[config.mk]
export PLATFORM = sky130hd
export DESIGN_NAME = wb_stage
export DESIGN_NICKNAME = d
export VERILOG_FILES = /design/src/rtl/wb_stage.sv
export SDC_FILE = /design/constraint.sdc
export NUM_CORES = 1
export LEC_CHECK = 0
export BUFFER_PORTS_ARGS = -buffer_cell sky130_fd_sc_hd__buf_2
export CAP_MARGIN = 20
export CORE_MARGIN = 4
export CORE_UTILIZATION = 58
export DETAILED_ROUTE_END_ITERATION = 7
export PLACE_DENSITY = 0.86
export SETUP_SLACK_MARGIN = 0.3
export SLEW_MARGIN = 20
export SYNTH_ARGS = -nofsm -noshare
export SYNTH_HDL_FRONTEND = slang
export SYNTH_SLANG_ARGS = --single-unit
[constraint.sdc]
create_clock -name clk -period 3.4 [get_ports clk]
set_input_delay 0.51 -clock clk [delete_from_list [all_inputs] [get_ports clk]]
set_output_delay 0.51 -clock clk [all_outputs]
set_load 0.03 [all_outputs]
[src/rtl/wb_stage.sv]
`default_nettype none
// ============================================================================
//  Module      : wb_stage
//  Description : Writeback stage. Registers the MEM/WB entry, aligns and
//                sign-extends load data, selects the write-back source and
//                drives the register-file write port. Counts retired
//                instructions and flags illegal or misaligned loads.
//  Revision    : 1.0 - initial release
// ============================================================================
module wb_stage #(
    parameter int CNT_W = 64
) (
    input  logic             clk,
    input  logic             rst_n,
    input  logic             wb_valid_in,
    input  logic             wb_stall_in,
    input  logic             wb_reg_wr_in,
    input  logic [4:0]       wb_rd_in,
    input  logic [1:0]       wb_reg_in_sel_in,
    input  logic [2:0]       wb_func3_in,
    input  logic [31:0]      wb_alu_result_in,
    input  logic [31:0]      wb_mem_rdata_in,
    input  logic [31:0]      wb_pc_in,
    input  logic [31:0]      wb_imm_in,
    output logic             wb_reg_wr_out,
    output logic [4:0]       wb_rd_out,
    output logic [31:0]      wb_reg_data_out,
    output logic             wb_load_err_out,
    output logic [CNT_W-1:0] wb_instret_out
);

    localparam logic [1:0] c_SEL_ALU  = 2'b00;
    localparam logic [1:0] c_SEL_LOAD = 2'b01;
    localparam logic [1:0] c_SEL_PC4  = 2'b10;

    localparam logic [2:0] c_F3_LB  = 3'b000;
    localparam logic [2:0] c_F3_LH  = 3'b001;
    localparam logic [2:0] c_F3_LW  = 3'b010;
    localparam logic [2:0] c_F3_LBU = 3'b100;
    localparam logic [2:0] c_F3_LHU = 3'b101;

    logic             r_valid;
    logic             r_reg_wr;
    logic [4:0]       r_rd;
    logic [1:0]       r_sel;
    logic [2:0]       r_func3;
    logic [31:0]      r_alu;
    logic [31:0]      r_mdata;
    logic [31:0]      r_pc;
    logic [31:0]      r_imm;
    logic [CNT_W-1:0] r_instret;

    logic [1:0]       w_off;
    logic [7:0]       w_byte;
    logic [15:0]      w_half;
    logic [31:0]      w_load_data;
    logic [31:0]      w_pc_plus4;
    logic [31:0]      w_wb_data;
    logic             w_bad_func3;
    logic             w_misaligned;
    logic             w_load_err;
    logic             w_retire;

    // MEM/WB pipeline register; a stall or missing entry loads a bubble and
    // leaves the payload fields as they were.
    always_ff @(posedge clk or negedge rst_n) begin
        if (!rst_n) begin
            r_valid  <= 1'b0;
            r_reg_wr <= 1'b0;
            r_rd     <= 5'd0;
            r_sel    <= 2'd0;
            r_func3  <= 3'd0;
            r_alu    <= 32'd0;
            r_mdata  <= 32'd0;
            r_pc     <= 32'd0;
            r_imm    <= 32'd0;
        end else begin
            r_valid <= wb_valid_in & ~wb_stall_in;
            if (wb_valid_in && !wb_stall_in) begin
                r_reg_wr <= wb_reg_wr_in;
                r_rd     <= wb_rd_in;
                r_sel    <= wb_reg_in_sel_in;
                r_func3  <= wb_func3_in;
                r_alu    <= wb_alu_result_in;
                r_mdata  <= wb_mem_rdata_in;
                r_pc     <= wb_pc_in;
                r_imm    <= wb_imm_in;
            end
        end
    end

    assign w_off  = r_alu[1:0];
    assign w_half = w_off[1] ? r_mdata[31:16] : r_mdata[15:0];

    // Byte lane selected by the low address bits of the load.
    always_comb begin
        w_byte = r_mdata[7:0];
        case (w_off)
            2'd0: w_byte = r_mdata[7:0];
            2'd1: w_byte = r_mdata[15:8];
            2'd2: w_byte = r_mdata[23:16];
            2'd3: w_byte = r_mdata[31:24];
            default: w_byte = r_mdata[7:0];
        endcase
    end

    // Width and sign extension of the load result; illegal encodings give 0.
    always_comb begin
        w_load_data = 32'd0;
        case (r_func3)
            c_F3_LB:  w_load_data = {{24{w_byte[7]}}, w_byte};
            c_F3_LBU: w_load_data = {24'd0, w_byte};
            c_F3_LH:  w_load_data = {{16{w_half[15]}}, w_half};
            c_F3_LHU: w_load_data = {16'd0, w_half};
            c_F3_LW:  w_load_data = r_mdata;
            default:  w_load_data = 32'd0;
        endcase
    end

    // PC+4 wraps naturally at 32 bits.
    assign w_pc_plus4 = r_pc + 32'd4;

    // Write-back source select.
    always_comb begin
        w_wb_data = r_imm;
        case (r_sel)
            c_SEL_ALU:  w_wb_data = r_alu;
            c_SEL_LOAD: w_wb_data = w_load_data;
            c_SEL_PC4:  w_wb_data = w_pc_plus4;
            default:    w_wb_data = r_imm;
        endcase
    end

    // Load faults: unused func3 encodings, or halfword/word not naturally aligned.
    assign w_bad_func3  = (r_func3 == 3'b011) || (r_func3 == 3'b110) || (r_func3 == 3'b111);
    assign w_misaligned = ((r_func3 == c_F3_LH || r_func3 == c_F3_LHU) && w_off[0]) ||
                          ((r_func3 == c_F3_LW) && (w_off != 2'd0));
    assign w_load_err   = r_valid && (r_sel == c_SEL_LOAD) && (w_bad_func3 || w_misaligned);
    assign w_retire     = r_valid && !w_load_err;

    // Retired-instruction counter; wraps from all-ones to zero.
    always_ff @(posedge clk or negedge rst_n) begin
        if (!rst_n) begin
            r_instret <= '0;
        end else if (w_retire) begin
            r_instret <= r_instret + CNT_W'(1);
        end
    end

    assign wb_reg_wr_out   = r_valid && r_reg_wr && (r_rd != 5'd0) && !w_load_err;
    assign wb_rd_out       = r_rd;
    assign wb_reg_data_out = w_wb_data;
    assign wb_load_err_out = w_load_err;
    assign wb_instret_out  = r_instret;

endmodule
`default_nettype wire
# ---- Yosys cells after proc, flatten, opt, wreduce, memory -nomap -nowiden
# Cells that the tools add are included.
dict set report word_totals {
  register_bits 204
  elab_cells 51
}
dict set report classes {
  n_addsub 2
  n_eq_ne 12
  n_mux 4
  bitwise 2
  reduce_logical 21
}
# cell count
set op_table {}
lappend op_table {{$pmux 32 s5} 1}
lappend op_table {{$pmux 32 s3} 1}
lappend op_table {{$add 64x1->64 const B} 1}
lappend op_table {{$add 32x3->32 const B} 1}
lappend op_table {{$pmux 8 s4} 1}
lappend op_table {{$mux 16} 1}
lappend op_table {{$eq 3x3->1 const B} 4}
lappend op_table {{$logic_and 1x1->1} 9}
lappend op_table {{$eq 2x2->1 const B} 3}
lappend op_table {{$eq 3x2->1 const B} 2}
lappend op_table {{$logic_or 1x1->1} 5}
lappend op_table {{$reduce_bool 5->1} 1}
lappend op_table {{$eq 2x1->1 const B} 2}
lappend op_table {{$logic_not 2->1} 2}
lappend op_table {{$eq 3x1->1 const B} 1}
lappend op_table {{$logic_not 3->1} 1}
lappend op_table {{$logic_not 1->1} 2}
lappend op_table {{$reduce_bool 2->1} 1}
lappend op_table {{$and 1x1->1} 1}
lappend op_table {{$not 1->1} 1}

# ---- Logic depth before layout (Yosys ltp)
# Gate-level depths: netlist of run 1.
dict set report depth {
  word_depth 8
  depth_mapped 7
  ltp_nobuf 6
}

# ---- Least setup slack after synthesis of run 1
# OpenSTA, ideal clock, no wires.
dict set report synth_timing {
  path_type {reg-to-output}
  startpoint {register r_alu[0]}
  endpoint {output port wb_reg_data_out[21]}
  arrival_time_ps 2258
  required_ps 2890
  slack_ps 632
  stages_incl_launch_ff 7
  path_cell_list {dfrtp_1 -> buf_2 -> nor3b_1 -> or4_1 -> nor2_1 -> nand2_1 -> a221oi_1}
}
dict set report synth_via {
  elab_chain_cells 4
  word_cells_on_any_way 7
  classes_between {3 x eq/ne; 3 x mux; 1 x reduce/logical}
}
# item line
set synth_lines {}
lappend synth_lines {{start, declared} 47} ;# logic [31:0] r_alu;
lappend synth_lines {{start signal, assigned} 84} ;# r_alu <= wb_alu_result_in;
lappend synth_lines {{$eq 2x2->1, or another cell as far along} 98} ;# case (w_off)
lappend synth_lines {{$pmux 8 s4 *} 98}
lappend synth_lines {{$pmux 32 s5 *} 110} ;# case (r_func3)
lappend synth_lines {{$pmux 32 s3 *} 126} ;# case (r_sel)
lappend synth_lines {{end, declared} 27} ;# output logic [31:0] wb_reg_data_out,
# Every way passes the cells marked *; elsewhere a longest branch is shown, timed or not.

# ---- Worst setup path after layout of run 1
dict set report layout_timing {
  startpoint {register r_sel[1]}
  endpoint {output port wb_reg_data_out[10]}
}
dict set report layout_via {
  elab_chain_cells 2
  word_cells_on_any_way 4
  classes_between {2 x eq/ne; 1 x mux; 1 x reduce/logical}
}
# item line
set layout_lines {}
lappend layout_lines {{start, declared} 45} ;# logic [1:0] r_sel;
lappend layout_lines {{start signal, assigned} 82} ;# r_sel <= wb_reg_in_sel_in;
lappend layout_lines {{$eq 2x2->1, or another cell as far along} 126}
lappend layout_lines {{$pmux 32 s3 *} 126}
# Marked as above.

==> results.tsv, run 1 <==
metric	value	unit
cp.required	2.89	ns
fp.dieW	141	µm
drc_errors	0	
cts_max_path_buffers	3	
r2r_start	r_func3[0]	
first_pass_iters	7	
synth_ff_type	dfrtp_1	
netlist_area	10300	µm²
syn_to_final_growth	26.6	%
reg2reg_depth	6	
port_buffers	245	
layout-drive-gt1-share	42.9	%
cts-root-buf	clkbuf_16	
ys_seq_elements	204	
grtUsageMet1	41.9	%
grt_usage	30.0	%
syn_area_per_cell	11.0	µm²
grt_use_met3	6.51	%
clkLatencyLatePin	0.51	ns
synthTopCellsByArea	dfrtp_1 50%, mux2_2 14%, xor2_1 4.5%	
finClkSkew	0.0182	ns
period_share	90.3	%
fin_nets	1344	
drtIter0Drc	959	
routed_wl	30.9	mm
p_clk_share	35.6	%
cts_htree_levels	1	
status	complete, no violations	
criticalPathCategory	reg -> out	
ir_worst_vdd	472	µV
arrival	2.56	ns
grt_max_degree	114	
synth_edf_count	0	
period_needed	3.07	ns
wl_per_cell	21.3	µm
total_power	7.29	mW
ioPinCount	246	
start_util	59.3	%
slew-limit-headroom	40.6	%
setup_tns	0	ns
cts_tree	done	
synth.net_count	1074	
switching_share	31.5	%
register_area	5120	µm²
clkSinkCount	204	
vias_per_cell	6.17	
fill_cells	1120	
min_path_type	in -> async	
yosys.area.top_type	dfrtp_1	
p_per_area	562	nW/µm²
yosysWarningCount	0	
synth_seq_area_share	49.8	%
grt_use_met2	46.5	%
die_area	19900	µm²
start_kind	register	
maxSlewViolCount	0	
reg2reg_to	wb_instret_out[57]	
setup_viol_count_final	0	
rsz0062_at_grt	yes	
multi_input_area	5090	µm²
layout_commonest_cell	buf_2	
die_y	141	µm
clkTransAtPathRegs	0.06	ns
worst-path-max-fanout	48	
grt_pass1_wl	47.6	mm
fmax	0.326	GHz
synthArstFlopShare	100	%
core_area	17300	µm²
vias	8928	
maxCapViolations	0	
synth_cell_type_count	61	
top_usage_layer	met2	
internal-power	5.00	mW
synthCells	929	
cts_buffers	23	
pwr-share-seq	41.5	%
fin_util	75.1	%
dp_hpwl	21.9	mm
synth_top_area_share	49.8	%
rrSetupSlack	0.95	ns
worst_pin_slew	0.891	ns
final_cells	1447	
grt-ovfl-total	0	
p_comb_share	23.0	%
drtAntennaViolNets	0	
num_rows	48	
antenna_found_initial	10	
switching_power	2.29	mW
hold_viol	0	
routabilityCongestion	0.946	
p_leak	5.92	nW
final_cell_mix	239 x buf_2, 194 x dfrtp_1, 132 x mux2_2	
crit_path_end_kind	primary output	
dpl.cell_count	1375	
grt_pass1_vias	8815	
[per-stage QoR]
stage                     hold WS, ns  setup WS [ns]  area (µm²)
final                           0.129          0.331       13000
after global routing            0.211          0.204       13000
after CTS                       0.164          0.300       12700
after detailed placement        0.482          0.518       11800
after global placement          0.453          0.566       11800
after floorplan                 0.214          0.632       10300
[worst max-delay path, stage by stage (launching register included)]
cell,delay [ns]
dfrtp_1,0.61
buf_6,0.40
nor2_1,0.10
a211oi_1,0.52
a221o_1,0.22
buf_2,0.20
[Yosys cell counts (7+ instances only)]
master    number
dfrtp_1      204
mux2_2       132
nand2_1       93
nor2_1        59
xor2_1        53
o21ai_0       42
nor3_1        37
clkbuf_1      34
nand3_1       32
xnor2_1       32
nand4_1       24
inv_1         20
a221oi_1      16
a21oi_1       13
nor4_1        13
o221ai_1      10
mux2i_1        9
a221o_1        7
o211ai_1       7
[area by class of cell]
| cell class | count | share of cell area (%) |
|---|---|---|
| flip-flops and latches | 204 | 39.4 |
| multi-input cells | 662 | 39.2 |
| repair buffers | 287 | 12.4 |
| clock buffers | 32 | 5.15 |
| well taps | 225 | 2.17 |
| clock inverters | 10 | 1.01 |
| inverters | 21 | 0.607 |
| diodes | 6 | 0.116 |
[worst max-delay path by stage]
stage              from                  end  slack [ns]  cells past startpoint
5_1_grt        r_alu[0]  wb_reg_data_out[19]        0.20                      6
3_5_place_dp    r_pc[2]  wb_reg_data_out[14]        0.52                      7
2_1_floorplan  r_alu[0]  wb_reg_data_out[21]        0.63                      6
4_1_cts         r_pc[3]  wb_reg_data_out[14]        0.30                      7
6_report       r_sel[1]  wb_reg_data_out[10]        0.33                      5
3_3_place_gp    r_pc[2]  wb_reg_data_out[14]        0.57                      7
[sequential cells by signal, summed over array words and instances (netlist names)]
signal,cells
wb_instret_out,64
r_alu,32
r_imm,32
r_mdata,32
r_pc,32
wb_rd_out,5
r_func3,3
r_sel,2
r_reg_wr,1
r_valid,1
[power groups by stage]
stage               registers, mW  clock network [mW]  logic, mW
floorplan                    2.98                   0      0.994
global placement             3.02                   0       1.50
detailed placement           3.04                   0       1.53
CTS                          3.00                2.62       1.58
global route                 3.05                2.72       1.78
finish                       3.02                2.59       1.68
[metal layers]
| layer | wire length, µm | part of all wire [%] |
|---|---|---|
| met1 | 12000 | 39 |
| met2 | 14100 | 46 |
| met3 | 3300 | 11 |
| met5 | 48 | 0.16 |
| met4 | 1340 | 4.3 |
[logic make-up (layout without fill, tap and decap cells)]
family	Yosys count	count (layout)	synth area share, %
fa+ha+maj	2	2	0.244
other cells	0	6	0
simple gates	306	306	15.7
mux	145	145	16.3
flops	204	204	49.8
compound gates	124	124	8.28
buf+inv	63	350	2.45
xor+xnor	85	85	7.26
[what timing repair did]
item | 4_1_cts | 5_1_grt
hold buffers | 0 | 0
endpoints found under the setup margin | 31 | 30
resized for setup | 19 | 35
setup buffers | 4 | 20
pin swaps | 1 | 8
Power figures use the tool's default switching activity.
==> run 2, diff against run 1 <==
--- a/config.mk
+++ b/config.mk
@@ -7,10 +7,11 @@
 export LEC_CHECK = 0
 export BUFFER_PORTS_ARGS = -buffer_cell sky130_fd_sc_hd__buf_2
 export CAP_MARGIN = 20
+export CORE_ASPECT_RATIO = 1.2
 export CORE_MARGIN = 4
-export CORE_UTILIZATION = 58
+export CORE_UTILIZATION = 54
 export DETAILED_ROUTE_END_ITERATION = 7
-export PLACE_DENSITY = 0.86
+export PLACE_DENSITY = 0.81
 export SETUP_SLACK_MARGIN = 0.3
 export SLEW_MARGIN = 20
 export SYNTH_ARGS = -nofsm -noshare
==> constraint.sdc (replaced) <==
create_clock -name clk -period 3.1 [get_ports clk]
set_input_delay 0.465 -clock clk [delete_from_list [all_inputs] [get_ports clk]]
set_output_delay 0.465 -clock clk [all_outputs]
set_load 0.03 [all_outputs]
==> results.tsv, run 2 (synthesis results as in run 1) <==
metric	value	unit
ir_worst_vdd	385	µV
period_needed	3.01	ns
maxCapViolations	0	
p_clk_share	34.5	%
worst-path-max-fanout	4	
status	complete, no violations	
setup_tns	0	ns
first_pass_iters	5	
drtIter0Drc	555	
grt-ovfl-total	0	
core_area	18400	µm²
grt_pass1_wl	48.1	mm
clkTransAtPathRegs	0.06	ns
fill_cells	1249	
antenna_found_initial	12	
dp_slack	0.326	ns
largest_register_ff_count	64	
layout_commonest_cell	buf_2	
cts_htree_levels	1	
start_kind	register	
maxSlewViolCount	0	
placed_area	11900	µm²
hold_buffers	0	
fmax	0.332	GHz
vias_per_cell	5.90	
multi_input_area	5340	µm²
cts_buffers	22	
ioPinCount	246	
grt_usage	28.2	%
final_cell_mix	216 x buf_2, 193 x dfrtp_1, 132 x mux2_2	
num_rows	54	
rsz0062_at_grt	yes	
pwr-share-seq	40.0	%
internal-power	5.69	mW
fp.dieW	134	µm
min_path_type	in -> async	
cp.required	2.63	ns
criticalPathCategory	reg -> out	
period_share	97.0	%
p_per_area	610	nW/µm²
register_area	5120	µm²
p_comb_share	25.5	%
cts_max_path_buffers	3	
wl_per_cell	20.9	µm
setup_viol_count_final	0	
grt_max_degree	91	
worst_pin_slew	0.722	ns
slew-limit-headroom	51.4	%
die_area	21300	µm²
stdcell_area	13600	µm²
fin_ws	0.0919	ns
routed_wl	31.2	mm
arrival	2.54	ns
die_y	159	µm
syn_to_final_growth	32.1	%
drc_errors	0	
grt_pass1_vias	8909	
switching_share	31.2	%
cts_tree	done	
port_buffers	245	
dp_hpwl	22.2	mm
crit_path_end_kind	primary output	
routabilityCongestion	0.981	
p_leak	6.12	nW
finClkSkew	0.0137	ns
drtAntennaViolNets	0	
clkSinkCount	204	
clkLatencyLatePin	0.51	ns
hold_viol	0	
switching_power	2.58	mW
layout-drive-gt1-share	45.8	%
fin_nets	1358	
cts-root-buf	clkbuf_16	
vias	8778	
start_util	55.6	%
-- run 2: changes by cell type in the layout (fill, tap and decap cells not counted), moves of 4 or more --
cell	previous run	this run
buf_2	239	216
buf_4	38	59
buf_6	3	17
o21ai_0	40	31
o21ai_1	1	10
a221oi_1	14	6
a221oi_2	2	6
a221oi_4	0	4
-- run 2: final timing paths --
path | start | endpoint | slack, ns | cells after the start
setup / recovery | r_alu[0] | wb_reg_data_out[21] | 0.09 | 9
hold / removal | rst_n | r_alu[6] | 0.02 | 1
setup reg to reg | r_alu[0] | wb_instret_out[57] | 0.46 | 9
hold reg to reg | wb_instret_out[63] | wb_instret_out[63] | 0.49 | 1
max in group asynchronous | rst_n | r_imm[27] | 2.28 | 2
min in group clk | wb_reg_in_sel_in[1] | r_sel[1] | 0.17 | 3
-- run 2: worst max-delay path, cell delays in order (launching register included) --
cell and delay, ns:
dfrtp_1 0.41, buf_6 0.13, buf_6 0.12, nor3b_4 0.14
or4_4 0.47, nor2_4 0.14, buf_6 0.14, nand2_4 0.07
a221oi_4 0.26, buf_6 0.17
-- run 2: stage by stage --
stage               hold slack, ns  total power, mW  cells  utilization [%]
finish                      0.0190             8.27   1489             73.5
global route                0.0709             8.60   1487             73.4
CTS                         0.0360             8.08   1470             71.2
detailed placement           0.466             5.04   1414             64.6
global placement             0.453             5.00   1414             64.6
floorplan                    0.169             4.36    929                -
-- run 2: final cells by class --
| type | instances | share of cell area, % |
|---|---|---|
| repair buffers | 302 | 13.9 |
| inverters | 21 | 0.609 |
| well taps | 252 | 2.33 |
| clock inverters | 11 | 1.19 |
| clock buffers | 29 | 4.71 |
| diodes | 8 | 0.148 |
| flip-flops and latches | 204 | 37.8 |
| multi-input cells | 662 | 39.4 |
-- run 2: layer usage --
metal | global-route usage (%) | part of all wire (%)
met1 | 33.5 | 36
met2 | 48.6 | 51
met3 | 6.26 | 7.5
met4 | 12.6 | 4.6
met5 | 0 | 0.16
-- run 2: power groups by stage --
stage          Combinational (mW)  Clock (mW)  Sequential (mW)
2_1_floorplan                1.09           0             3.27
3_3_place_gp                 1.68           0             3.31
3_5_place_dp                 1.71           0             3.32
4_1_cts                      1.90        2.89             3.28
5_1_grt                      2.23        3.03             3.34
6_report                     2.11        2.85             3.31
-- run 2: what timing repair did --
item | 4_1_cts | 5_1_grt
gates resized for setup | 81 | 74
pin swaps | 14 | 12
setup endpoints to repair | 33 | 32
buffers inserted | 16 | 11
